==> src/rtl/inst_fetch_mem.sv <==
// ============================================================================
// Module   : inst_fetch_mem
// Summary  : Instruction memory with latency-configurable fetch path and load port.
// Revision : 1.0
// ============================================================================
`default_nettype none

module inst_fetch_mem #(
  parameter int INSTR_ADDR_WIDTH     = 16,
  parameter int INSTR_DATA_BIT_WIDTH = 16,
  parameter int INSTR_MEM_SIZE       = 64,
  parameter int READ_LATENCY         = 1,
  parameter int CLEAR_ON_RESET       = 1
) (
  input  logic                            clk,
  input  logic                            rst,
  input  logic                            fetch_req,
  input  logic [INSTR_ADDR_WIDTH-1:0]     fetch_addr,
  output logic                            fetch_ready,
  output logic                            rdata_valid,
  output logic [INSTR_DATA_BIT_WIDTH-1:0] rdata,
  output logic                            exc,
  output logic [INSTR_ADDR_WIDTH-1:0]     exc_addr,
  input  logic                            load_en,
  input  logic [INSTR_ADDR_WIDTH-1:0]     load_addr,
  input  logic [INSTR_DATA_BIT_WIDTH-1:0] load_data,
  output logic                            load_err,
  output logic                            busy
);

  localparam int AW    = INSTR_ADDR_WIDTH;
  localparam int DW    = INSTR_DATA_BIT_WIDTH;
  localparam int LAT   = READ_LATENCY;
  localparam int IDX_W = (INSTR_MEM_SIZE > 1) ? $clog2(INSTR_MEM_SIZE) : 1;
  localparam logic [AW:0]      SIZE_EXT = (AW+1)'(INSTR_MEM_SIZE);
  localparam logic [IDX_W-1:0] LAST_IDX = IDX_W'(INSTR_MEM_SIZE - 1);

  typedef enum logic [0:0] {ST_CLEAR = 1'b0, ST_RUN = 1'b1} state_t;
  localparam state_t RST_STATE = (CLEAR_ON_RESET != 0) ? ST_CLEAR : ST_RUN;

  state_t           state_q, state_d;
  logic [IDX_W-1:0] clr_cnt_q, clr_cnt_d;
  logic             load_err_q, load_err_d;

  // Per-stage response pipeline: valid, fault flag, data, last fault address.
  logic          pv_q     [LAT];
  logic          pv_d     [LAT];
  logic          poor_q   [LAT];
  logic          poor_d   [LAT];
  logic [DW-1:0] pdata_q  [LAT];
  logic [DW-1:0] pdata_d  [LAT];
  logic [AW-1:0] pfaddr_q [LAT];
  logic [AW-1:0] pfaddr_d [LAT];

  logic [DW-1:0] mem [INSTR_MEM_SIZE];

  logic             fetch_oor;
  logic             load_oor;
  logic             accept;
  logic [DW-1:0]    rd_word;
  logic             mem_we;
  logic [IDX_W-1:0] mem_widx;
  logic [DW-1:0]    mem_wdata;

  assign fetch_oor   = {1'b0, fetch_addr} >= SIZE_EXT;
  assign load_oor    = {1'b0, load_addr} >= SIZE_EXT;
  assign fetch_ready = (state_q == ST_RUN) && !load_en && !rst;
  assign busy        = (state_q == ST_CLEAR) && !rst;
  assign accept      = fetch_req && fetch_ready;
  assign rd_word     = mem[fetch_addr[IDX_W-1:0]];

  always_comb begin
    state_d    = state_q;
    clr_cnt_d  = clr_cnt_q;
    load_err_d = 1'b0;
    mem_we     = 1'b0;
    mem_widx   = load_addr[IDX_W-1:0];
    mem_wdata  = load_data;
    case (state_q)
      ST_CLEAR: begin
        mem_we    = 1'b1;
        mem_widx  = clr_cnt_q;
        mem_wdata = '0;
        clr_cnt_d = clr_cnt_q + 1'b1;
        if (clr_cnt_q == LAST_IDX) begin
          state_d   = ST_RUN;
          clr_cnt_d = '0;
        end
      end
      ST_RUN: begin
        if (load_en) begin
          if (load_oor) load_err_d = 1'b1;
          else          mem_we     = 1'b1;
        end
      end
      default: state_d = ST_RUN;
    endcase
  end

  // Later stages only take new data/fault address when a response moves in,
  // so the output stage holds the last delivered values.
  always_comb begin
    pv_d[0]     = accept;
    poor_d[0]   = accept && fetch_oor;
    pdata_d[0]  = accept ? (fetch_oor ? '0 : rd_word) : pdata_q[0];
    pfaddr_d[0] = (accept && fetch_oor) ? fetch_addr : pfaddr_q[0];
    for (int k = 1; k < LAT; k++) begin
      pv_d[k]     = pv_q[k-1];
      poor_d[k]   = poor_q[k-1];
      pdata_d[k]  = pv_q[k-1] ? pdata_q[k-1] : pdata_q[k];
      pfaddr_d[k] = (pv_q[k-1] && poor_q[k-1]) ? pfaddr_q[k-1] : pfaddr_q[k];
    end
  end

  always_ff @(posedge clk or posedge rst) begin
    if (rst) begin
      state_q    <= RST_STATE;
      clr_cnt_q  <= '0;
      load_err_q <= 1'b0;
      for (int k = 0; k < LAT; k++) begin
        pv_q[k]     <= 1'b0;
        poor_q[k]   <= 1'b0;
        pdata_q[k]  <= '0;
        pfaddr_q[k] <= '0;
      end
    end else begin
      state_q    <= state_d;
      clr_cnt_q  <= clr_cnt_d;
      load_err_q <= load_err_d;
      for (int k = 0; k < LAT; k++) begin
        pv_q[k]     <= pv_d[k];
        poor_q[k]   <= poor_d[k];
        pdata_q[k]  <= pdata_d[k];
        pfaddr_q[k] <= pfaddr_d[k];
      end
    end
  end

  // Array is never written while reset is held.
  always_ff @(posedge clk) begin
    if (mem_we && !rst) mem[mem_widx] <= mem_wdata;
  end

  assign rdata_valid = pv_q[LAT-1];
  assign exc         = pv_q[LAT-1] && poor_q[LAT-1];
  assign rdata       = pdata_q[LAT-1];
  assign exc_addr    = pfaddr_q[LAT-1];
  assign load_err    = load_err_q;

endmodule

`default_nettype wire
==> config.mk <==
export PLATFORM = sky130hd
export DESIGN_NAME = inst_fetch_mem
export DESIGN_NICKNAME = d
export VERILOG_FILES = /design/src/rtl/inst_fetch_mem.sv
export SDC_FILE = /design/constraint.sdc
export NUM_CORES = 1
export LEC_CHECK = 0
export BUFFER_PORTS_ARGS = -buffer_cell sky130_fd_sc_hd__buf_2
export CAP_MARGIN = 20
export CELL_PAD_IN_SITES_DETAIL_PLACEMENT = 0
export CELL_PAD_IN_SITES_GLOBAL_PLACEMENT = 1
export CORE_MARGIN = 8
export CORE_UTILIZATION = 55
export CTS_CLUSTER_DIAMETER = 60
export DETAILED_ROUTE_END_ITERATION = 8
export GPL_TIMING_DRIVEN = 0
export PLACE_DENSITY = 0.83
export SYNTH_ARGS = -nofsm -noshare
export SYNTH_HDL_FRONTEND = slang
export SYNTH_SLANG_ARGS = --single-unit
==> constraint.sdc <==
create_clock -name clk -period 3.42 [get_ports clk]
set_clock_uncertainty 0.15 [all_clocks]
set_input_delay 0.342 -clock clk [delete_from_list [all_inputs] [get_ports clk]]
set_output_delay 0.342 -clock clk [all_outputs]
set_load 0.02 [all_outputs]
======== Word level (Yosys, flattened, before mapping) ========
Memories as Yosys holds them, arrays and structs flattened.
Index checks and enable logic that the tools add are counted.
word-level totals
  output and inout port bits .............. 37
  register bits ........................... 42
  memories kept ........................... 1
  logic and storage cells ................. 36
  bits of input ports ..................... 52
  RAM bits ................................ 1024
memory list
  memory  words  width  read ports  clocked after Yosys merged registers in  wr ports  RTL line  text
  mem     64     16     1           0                                        1         55        logic [DW-1:0] mem [INSTR_MEM_SIZE];
cells by class
  add/sub/neg operators ................... 1
  reduce and logical (&&, ||, !) cells .... 9
  magnitude comparators ................... 2
  equality and inequality tests ........... 1
  bitwise logic cells ..................... 1
  mux-type cells .......................... 14
operator list
  cell                                                                     count
  16-bit by 7-bit >= comparator with 1-bit output (second input constant)  2
  16-bit 2-to-1 mux                                                        2
  6-bit 2-to-1 mux                                                         2
  1-bit 2-to-1 mux                                                         9
  1-bit logical AND                                                        7
  6-bit by 1-bit adder with 6-bit output (second input constant)           1
  6-bit equality test (second input constant)                              1
  1-bit zero test                                                          2
  1-bit one-hot mux with 2 select lines                                    1
  1-bit inverter                                                           1

======== Longest topological paths before layout ========
Gate-level depths: netlist (run 1).
  depth in word-level cells ............... 7
  depth in mapped cells ................... 11
  gate-level depth less buffers ........... 6

======== Worst setup path after synthesis (run 1) ========
OpenSTA, ideal clock, no wires.
  path kind ............................... in2reg
  start ................................... input load_addr[9]
  end ..................................... memory mem[11][0] (netlist name), enable pin
  path slack .............................. 741 ps
  arrival time ............................ 2140 ps
  library setup time ...................... 388 ps
  required time ........................... 2882 ps
  stages .................................. 5
  buffers on the path ..................... 0
  cell sequence ........................... nor4_1 > a41oi_1 > nor3_1 > nand2_1 > nor2_1
on the way
  cells in the longest elaborated chain, start to end .. 7
ends and longest elaborated chain
  element                                          RTL line  text
  start: declaration                               25        input logic [INSTR_ADDR_WIDTH-1:0] load_addr,
  16-bit by 7-bit >= comparator with 1-bit output  66        assign load_oor = {1'b0, load_addr} >= SIZE_EXT;
  1-bit 2-to-1 mux                                 92        if (load_oor) load_err_d = 1'b1;
  1-bit 2-to-1 mux                                 91        if (load_en) begin
  1-bit one-hot mux with 2 select lines            79        case (state_q)
  1-bit logical AND                                141       if (mem_we && !rst) mem[mem_widx] <= mem_wdata;
  1-bit 2-to-1 mux                                 141
  1-bit 2-to-1 mux (not written as such)           141
  end: declaration                                 55
Every way passes these cells.

======== Final worst setup path (run 1) ========
  start ................................... register state_q
  end ..................................... memory mem[19][15] (netlist name), enable pin
on the way
  cells in the longest elaborated chain, start to end .. 5
  elaborated cells on any way between the ends .. 6
  those cells by class .................... 4 x mux; 1 x bitwise; 1 x reduce/logical
ends and longest elaborated chain
  element                                 RTL line  text
  start: declaration                      41        state_t state_q, state_d;
  start signal: assignment                127       state_q <= state_d;
  1-bit inverter                          --
  1-bit one-hot mux with 2 select lines   79
  1-bit logical AND                       141
  1-bit 2-to-1 mux                        141
  1-bit 2-to-1 mux (not written as such)  141
Several ways; a longest one is shown, not always the timed one.

==> results.md, run 1 <==
- Layout Nets: 2360
- Worst path slowest cell: nor2_2
- Starting Density: 0.5525
- Top cells by count, synth: edfxtp_1 (1024), mux4_2 (167), mux2i_1 (132), mux2_2 (75), nor2_1 (75)
- Final setup viols: 213
- Net switching power: 5.194 mW
- Die width: 291.3 microns
- Leakage power: 13.25 nW
- Vias: 21930
- Vias per cell: 6.508
- F_max: 0.2738 GHz
- Worst setup SP type: flop
- Post-route setup slack: -0.2322 ns
- Post-synthesis sequential area ratio: 0.7630
- Slew at the pin closest to its max-slew limit: 1.317 ns
- CTS tree: yes
- Clk slew on worst S/H paths: 0.06 ns
- Pins Over Slew Limit: 0
- WP data arrival: 3.79 ns
- Port Buffers: 86
- Syn. warnings: 0
- Mapped Cells: 2039
- CP peak stage delay: 1.00 ns
- Final hold slack: 0.02479 ns
- Main area contributors after synthesis: edfxtp_1 (74%), mux4_2 (9.0%), mux2i_1 (3.2%)
- Overflow after GRT: 0
- Primary FF master, synth: edfxtp_1
- DRT iter0 DRCs: 3070
- VDD IR-drop max: 0.4542 mV
- Seq pwr share: 0.546
- Register bit total from synthesis: 1066
- Crit Path Class: reg2reg
- Largest net degree at the start of global routing: 57
- Required time worst endpoint: 3.55 ns
- HPWL Detailed: 70070 microns
- Internal power: 20.62 mW
- Critical path capture point type: flop
- WL final: 104900 microns
- DRC: 0
- Failing checks: setup timing
- Worst-skew pair later-pin latency: 0.67 ns
- DR WL/cell: 31.12 microns
- Unrepaired setup endpoints after global routing: yes
- Clock power share: 0.425
- Root buffer selected by CTS: clkbuf_16
- Final design utilization: 0.6365
- Finished Cell Area: 0.04802 sq mm
- CTS Buf Count: 104
- Rel. slew slack: 0.09953
- Gate power share: 0.030
- GPL Wtd Cong: 0.9500
- Hold WC Path Type: in2reg
- Total placed instance area: 0.04424 sq mm
- Initial antenna violation count: 0
- Fillers: 4929
- DRT antenna net count: 0
- Site Rows: 101
- Power per Cell Area: 537.6 mW/mm^2
- DIE HEIGHT: 291.3 microns
- Ys async rst share: 0.03940
- Count of cell types in the netlist: 48
- H-tree levels: 3
- Post-Syn Area: 0.04168 sq mm
- Status: finished, violations left
- Worst Path Max Fanout: 16
- Core Region: 0.07544 sq mm
- Register Area: 0.03180 sq mm
- Max Cap Viol: 0
- CTS Sinks: 1066
- Synth Area per Inst: 20.44 sq um
- Area of the multi-input gates: 0.009488 sq mm
- Number of global-route vias before repair: 22080
- All-layer global routing usage: 0.2431
- Count leader, synth: edfxtp_1
- Full die area: 0.08485 sq mm
- CTS max path bufs: 3
- Switching Share: 0.2012
- Cell Chain, Critical Path: buf_2, and2_1, a41oi_1, nor3_1, nand2_1, nor2_2
- TritonRoute pass-1 iters: 5
- I/O pin cnt: 89
- Final hold violation count: 0
- Syn nets: 2092
- Total chip power: 25.81 mW
- Share of the synthesized area in the top cell type: 0.7378
- Layout cell share with drive strength beyond 1: 0.2864
- First-pass GRT wire length: 151300 microns
- Area growth syn-to-layout: 15.20%
- Ant. Diodes: 0
- Tcrit/Tclk final: 1.068
- Number of synthesized flops with an enable pin: 1024
- Min cycle time layout: 3.652 ns
- Synth area leader: edfxtp_1
## routing by layer
layer  part of all wire  vias to the layer above  GRT usage
li1                   -                     9058          -
met1               0.38                    11370     0.3277
met2               0.47                     1269     0.3825
met3               0.10                      239    0.05927
met4              0.042                        0    0.09876
met5                  0                        -          0
## logic make-up (layout without fill, tap and decap cells)
family | count (synthesis) | count (layout) | synth area share
DFF | 1066 | 1066 | 0.7630
muxes | 379 | 379 | 0.1454
AOI/OAI and AO/OA | 254 | 254 | 0.04914
and+or+nand+nor | 209 | 209 | 0.02369
buffers and inverters | 128 | 481 | 0.01813
xor gates and xnor gates | 2 | 2 | 0.0004203
adders and majority gates | 1 | 1 | 0.0003001
## path summary, 6_finish.rpt
check	start	slack, ns	cells after the start	end
setup / recovery	state_q$_DFF_PP0_	-0.23	6	mem[19][15]$_DFFE_PP_
hold / removal	fetch_req	0.02	3	rdata_valid$_DFF_PP0_
setup reg to reg	state_q$_DFF_PP0_	-0.23	6	mem[19][15]$_DFFE_PP_
hold reg to reg	exc_addr[5]$_DFFE_PP0P_	0.35	1	exc_addr[5]$_DFFE_PP0P_
max in group asynchronous	rst	2.26	4	clr_cnt_q[0]$_DFFE_PP0N_
min in group asynchronous	rst	0.15	4	clr_cnt_q[5]$_DFFE_PP0N_
## sequential cells by signal (all words and copies together), names as in the netlist
register and count:
load_err 1, state_q 1, mem 1024, rdata_valid 1, exc_addr 16, poor_q 1
rdata 16, clr_cnt_q 6
## timing repair
item | CTS | global route
gates resized for setup | 17 | 35
pin swaps | 0 | 7
hold buffers | 16 | 0
cloned | 0 | 0
endpoints found under the setup margin | 170 | 716
buffers inserted | 0 | 6
hold endpoints to repair | 61 | 0
## power by group through the flow
| stage | Sequential, mW | Combinational (mW) | Clock (mW) |
|---|---|---|---|
| 3_5_place_dp | 14.4 | 0.734 | 0 |
| 4_1_cts | 14.1 | 0.749 | 11.0 |
| 6_report | 14.1 | 0.762 | 11.0 |
| 2_1_floorplan | 14.4 | 0.457 | 0 |
| 3_3_place_gp | 14.4 | 0.720 | 0 |
| 5_1_grt | 14.1 | 0.787 | 11.5 |
## cells in the final DEF (no fill, tap or decap), types with 14 or more instances in the layout
| cell | n |
|---|---|
| a22oi_1 | 28 |
| clkinv_2 | 16 |
| o221ai_1 | 23 |
| nor2_1 | 20 |
| mux4_2 | 167 |
| a22o_1 | 14 |
| mux2_2 | 75 |
| o22ai_1 | 23 |
| clkinv_1 | 27 |
| nor2_4 | 29 |
| dlygate4sd3_1 | 16 |
| a21oi_1 | 24 |
| mux2i_1 | 132 |
| buf_2 | 124 |
| and2_2 | 16 |
| buf_8 | 14 |
| nor2_2 | 26 |
| a221oi_1 | 60 |
| buf_12 | 27 |
| edfxtp_1 | 1024 |
| nand2b_1 | 36 |
| nand2_1 | 55 |
| dfrtp_1 | 42 |
| clkbuf_1 | 78 |
| buf_4 | 18 |
| clkbuf_16 | 107 |
| o21ai_0 | 19 |
| buf_6 | 15 |
## layout make-up
type	instances	area share
buffer	117	0.01491
tap	978	0.02548
clock inverter	55	0.009042
clock buffer	136	0.05886
sequential	1066	0.6623
multi-input combinational	845	0.1976
inverter	11	0.0008599
timing repair buffer	162	0.03096
## stage by stage
| stage | worst slack, ns | setup TNS, ns | instances |
|---|---|---|---|
| floorplan | 0.7415 | 0 | 2039 |
| global placement | -1.236 | -799.57 | 3103 |
| detailed placement | -0.8093 | -186.85 | 3155 |
| CTS | -0.1869 | -1.283 | 3362 |
| global route | -0.2729 | -50.34 | 3370 |
| finish | -0.2322 | -18.79 | 3370 |
## worst max-delay path: cells and delay by family, from the launching register on
family / cells / cell delay, ns
AO/OA/AOI/OAI: 1 / 0.14
buffers and inverters: 1 / 0.19
flip-flops: 1 / 0.33
AND/OR/NAND/NOR: 4 / 2.43
Power figures use the tool's default switching activity.
==> inputs of run 2 (changes only) <==
Settings changed: PLACE_DENSITY 0.83 to unset, PLACE_DENSITY_LB_ADDON set to 0.1.
==> results.md, run 2 (synthesis results as in run 1) <==
- Status: finished, final reports clean (was finished, violations left)
- CTS Sinks: 1066 (unchanged)
- H-tree levels: 3 (unchanged)
- Most frequent CP cell: buf_2
- TritonRoute pass-1 iters: 7 (was 5)
- DRT iter0 DRCs: 2629 (was 3070)
- Unrepaired setup endpoints after global routing: yes (unchanged)
- Switching Share: 0.2045 (was 0.2012)
- CTS tree: yes (unchanged)
- Worst path slowest cell: a2111oi_0 (was nor2_2)
- Pins Over Slew Limit: 0 (unchanged)
- DIE HEIGHT: 291.3 microns (unchanged)
- Final design utilization: 0.6381 (was 0.6365)
- Largest net degree at the start of global routing: 65 (was 57)
- Clk slew on worst S/H paths: 0.07 ns (was 0.06 ns)
- Required time worst endpoint: 3.88 ns (was 3.55 ns)
- First-pass GRT wire length: 155500 microns (was 151300 microns)
- Die width: 291.3 microns (unchanged)
- I/O pin cnt: 89 (unchanged)
- Setup_tns: 0 ns (was -18.79 ns)
- DRC: 0 (unchanged)
- Slew at the pin closest to its max-slew limit: 1.187 ns (was 1.317 ns)
- Worst-skew pair later-pin latency: 0.68 ns (was 0.67 ns)
- All-layer global routing usage: 0.2536 (was 0.2431)
- Layout cell share with drive strength beyond 1: 0.2947 (was 0.2864)
- Clock power share: 0.431 (was 0.425)
- Post-CTS setup buffer count: 0 (unchanged)
- Tcrit/Tclk final: 0.9988 (was 1.068)
- Pre-CTS setup slack: -0.7917 ns (was -0.8093 ns)
- WL final: 108600 microns (was 104900 microns)
- Final hold violation count: 0 (unchanged)
- Commonest non-fill, non-tap cell in the layout: edfxtp_1 (unchanged)
- Worst setup SP type: primary input (was flop)
- Final hold slack: 0.06701 ns (was 0.02479 ns)
- Finished Cell Area: 0.04814 sq mm (was 0.04802 sq mm)
- Post-route setup slack: 0.004124 ns (was -0.2322 ns)
- Final setup viols: 0 (was 213)
- CTS max path bufs: 3 (unchanged)
- Fillers: 5120 (was 4929)
- Family with the most delay on the worst path: buffers and inverters (was simple AND/OR/NAND/NOR gates)
- F_max: 0.2928 GHz (was 0.2738 GHz)
- HPWL Detailed: 72980 microns (was 70070 microns)
- Site Rows: 101 (unchanged)
- VDD IR-drop max: 0.3882 mV (was 0.4542 mV)
- Power per Cell Area: 543.2 mW/mm^2 (was 537.6 mW/mm^2)
- CTS Buf Count: 106 (was 104)
- Core Region: 0.07544 sq mm (unchanged)
- Cell Chain, Critical Path: buf_2, buf_2, buf_2, clkbuf_1, mux4_2, a22oi_1, a2111oi_0, a22o_1 (was buf_2, and2_1, a41oi_1, nor3_1, nand2_1, nor2_2)
- Leakage power: 13.30 nW (was 13.25 nW)
- Total chip power: 26.15 mW (was 25.81 mW)
- Port Buffers: 86 (unchanged)
- Internal power: 20.80 mW (was 20.62 mW)
- Ant. Diodes: 0 (unchanged)
- Max reg flops: 1024 (unchanged)
- Critical path capture point type: flop (unchanged)
- Vias: 21750 (was 21930)
- GPL Wtd Cong: 0.9534 (was 0.9500)
- Vias per cell: 6.441 (was 6.508)
- Seq pwr share: 0.539 (was 0.546)
- Most flops, register: mem (unchanged)
- Initial antenna violation count: 2 (was 0)
- DRT antenna net count: 0 (unchanged)
- Placed Cells: 3165 (was 3155)
- Number of global-route vias before repair: 22010 (was 22080)
- Gate power share: 0.030 (about the same)
- Root buffer selected by CTS: clkbuf_16 (unchanged)
- Crit Path Class: in2reg (was reg2reg)
- DR WL/cell: 32.15 microns (was 31.12 microns)
- Rel. slew slack: 0.1881 (was 0.09953)
- CP peak stage delay: 1.06 ns (was 1.00 ns)
- Overflow after GRT: 0 (unchanged)
- Crit path buf inv count: 4 (was 1)
- Fin cells: 3377 (was 3370)
- Starting Density: 0.5525 (unchanged)
- Total placed instance area: 0.04445 sq mm (was 0.04424 sq mm)
- Hold WC Path Type: in2async (was in2reg)
- Layout Nets: 2365 (was 2360)
- Max Cap Viol: 0 (unchanged)
- Most frequent cells in the layout: edfxtp_1 (1024), mux4_2 (167), mux2i_1 (132) (unchanged)
- WP data arrival: 3.87 ns (was 3.79 ns)
- Worst Path Max Fanout: 10 (was 16)
- Min cycle time layout: 3.416 ns (was 3.652 ns)
- Full die area: 0.08485 sq mm (unchanged)
- Area growth syn-to-layout: 15.49% (was 15.20%)
- Net switching power: 5.347 mW (was 5.194 mW)
## run 2: changes by cell type in the layout (fill, tap and decap cells not counted), moves of 6 or more
cell,previous run,this run
nor2_1,20,11
nor2_2,26,43
buf_12,27,21
buf_4,18,6
nor2_4,29,21
buf_8,14,37
## run 2: power by group through the flow
stage / combinational (mW) / clock (mW) / sequential (mW)
floorplan: 0.457 / 0 / 14.4
global placement: 0.748 / 0 / 14.4
detailed placement: 0.759 / 0 / 14.4
CTS: 0.775 / 11.4 / 14.1
global route: 0.807 / 11.9 / 14.1
finish: 0.779 / 11.3 / 14.1
## run 2: layout make-up
cell class / instances / area, sq um / area share
Buffer: 117 / 716.9 / 0.01489
Clock buffer: 131 / 2776 / 0.05768
Clock inverter: 64 / 585.6 / 0.01216
Inverter: 11 / 41.29 / 0.0008577
Multi-Input combinational cell: 845 / 9455 / 0.1964
Sequential cell: 1066 / 31800 / 0.6606
Tap cell: 978 / 1224 / 0.02542
Timing Repair Buffer: 165 / 1538 / 0.03194
## run 2: tightest hold or removal path, stage by stage
cell	delay, ns
dlygate4sd3_1	0.54
buf_2	0.16
inv_2	0.20
## run 2: path summary, 6_finish.rpt
check / endpoint / start / depth (start not counted) / slack, ns
setup / recovery: rdata[8]$_DFFE_PP0P_ / fetch_addr[2] / 8 / 0.004
setup reg to reg: mem[51][9]$_DFFE_PP_ / state_q$_DFF_PP0_ / 7 / 0.01
hold / removal: clr_cnt_q[0]$_DFFE_PP0N_ / rst / 3 / 0.07
hold reg to reg: exc_addr[0]$_DFFE_PP0P_ / exc_addr[0]$_DFFE_PP0P_ / 1 / 0.35
max in group asynchronous: clr_cnt_q[4]$_DFFE_PP0N_ / rst / 4 / 2.32
min in group clk: exc_addr[5]$_DFFE_PP0P_ / fetch_addr[5] / 2 / 0.08
## run 2: routing by layer
metal  GRT usage  share of wire  up-vias
met5    0.005804        0.00050        -
met4      0.1045          0.043        2
met3     0.05081          0.085      215
met2      0.4020           0.48     1015
met1      0.3451           0.40    11440
li1            -              -     9083
## run 2: what timing repair did
item                                   CTS  global route
hold buffers                            16             0
gates resized for setup                 13            30
setup endpoints to repair              230           623
endpoints found under the hold margin   57             0
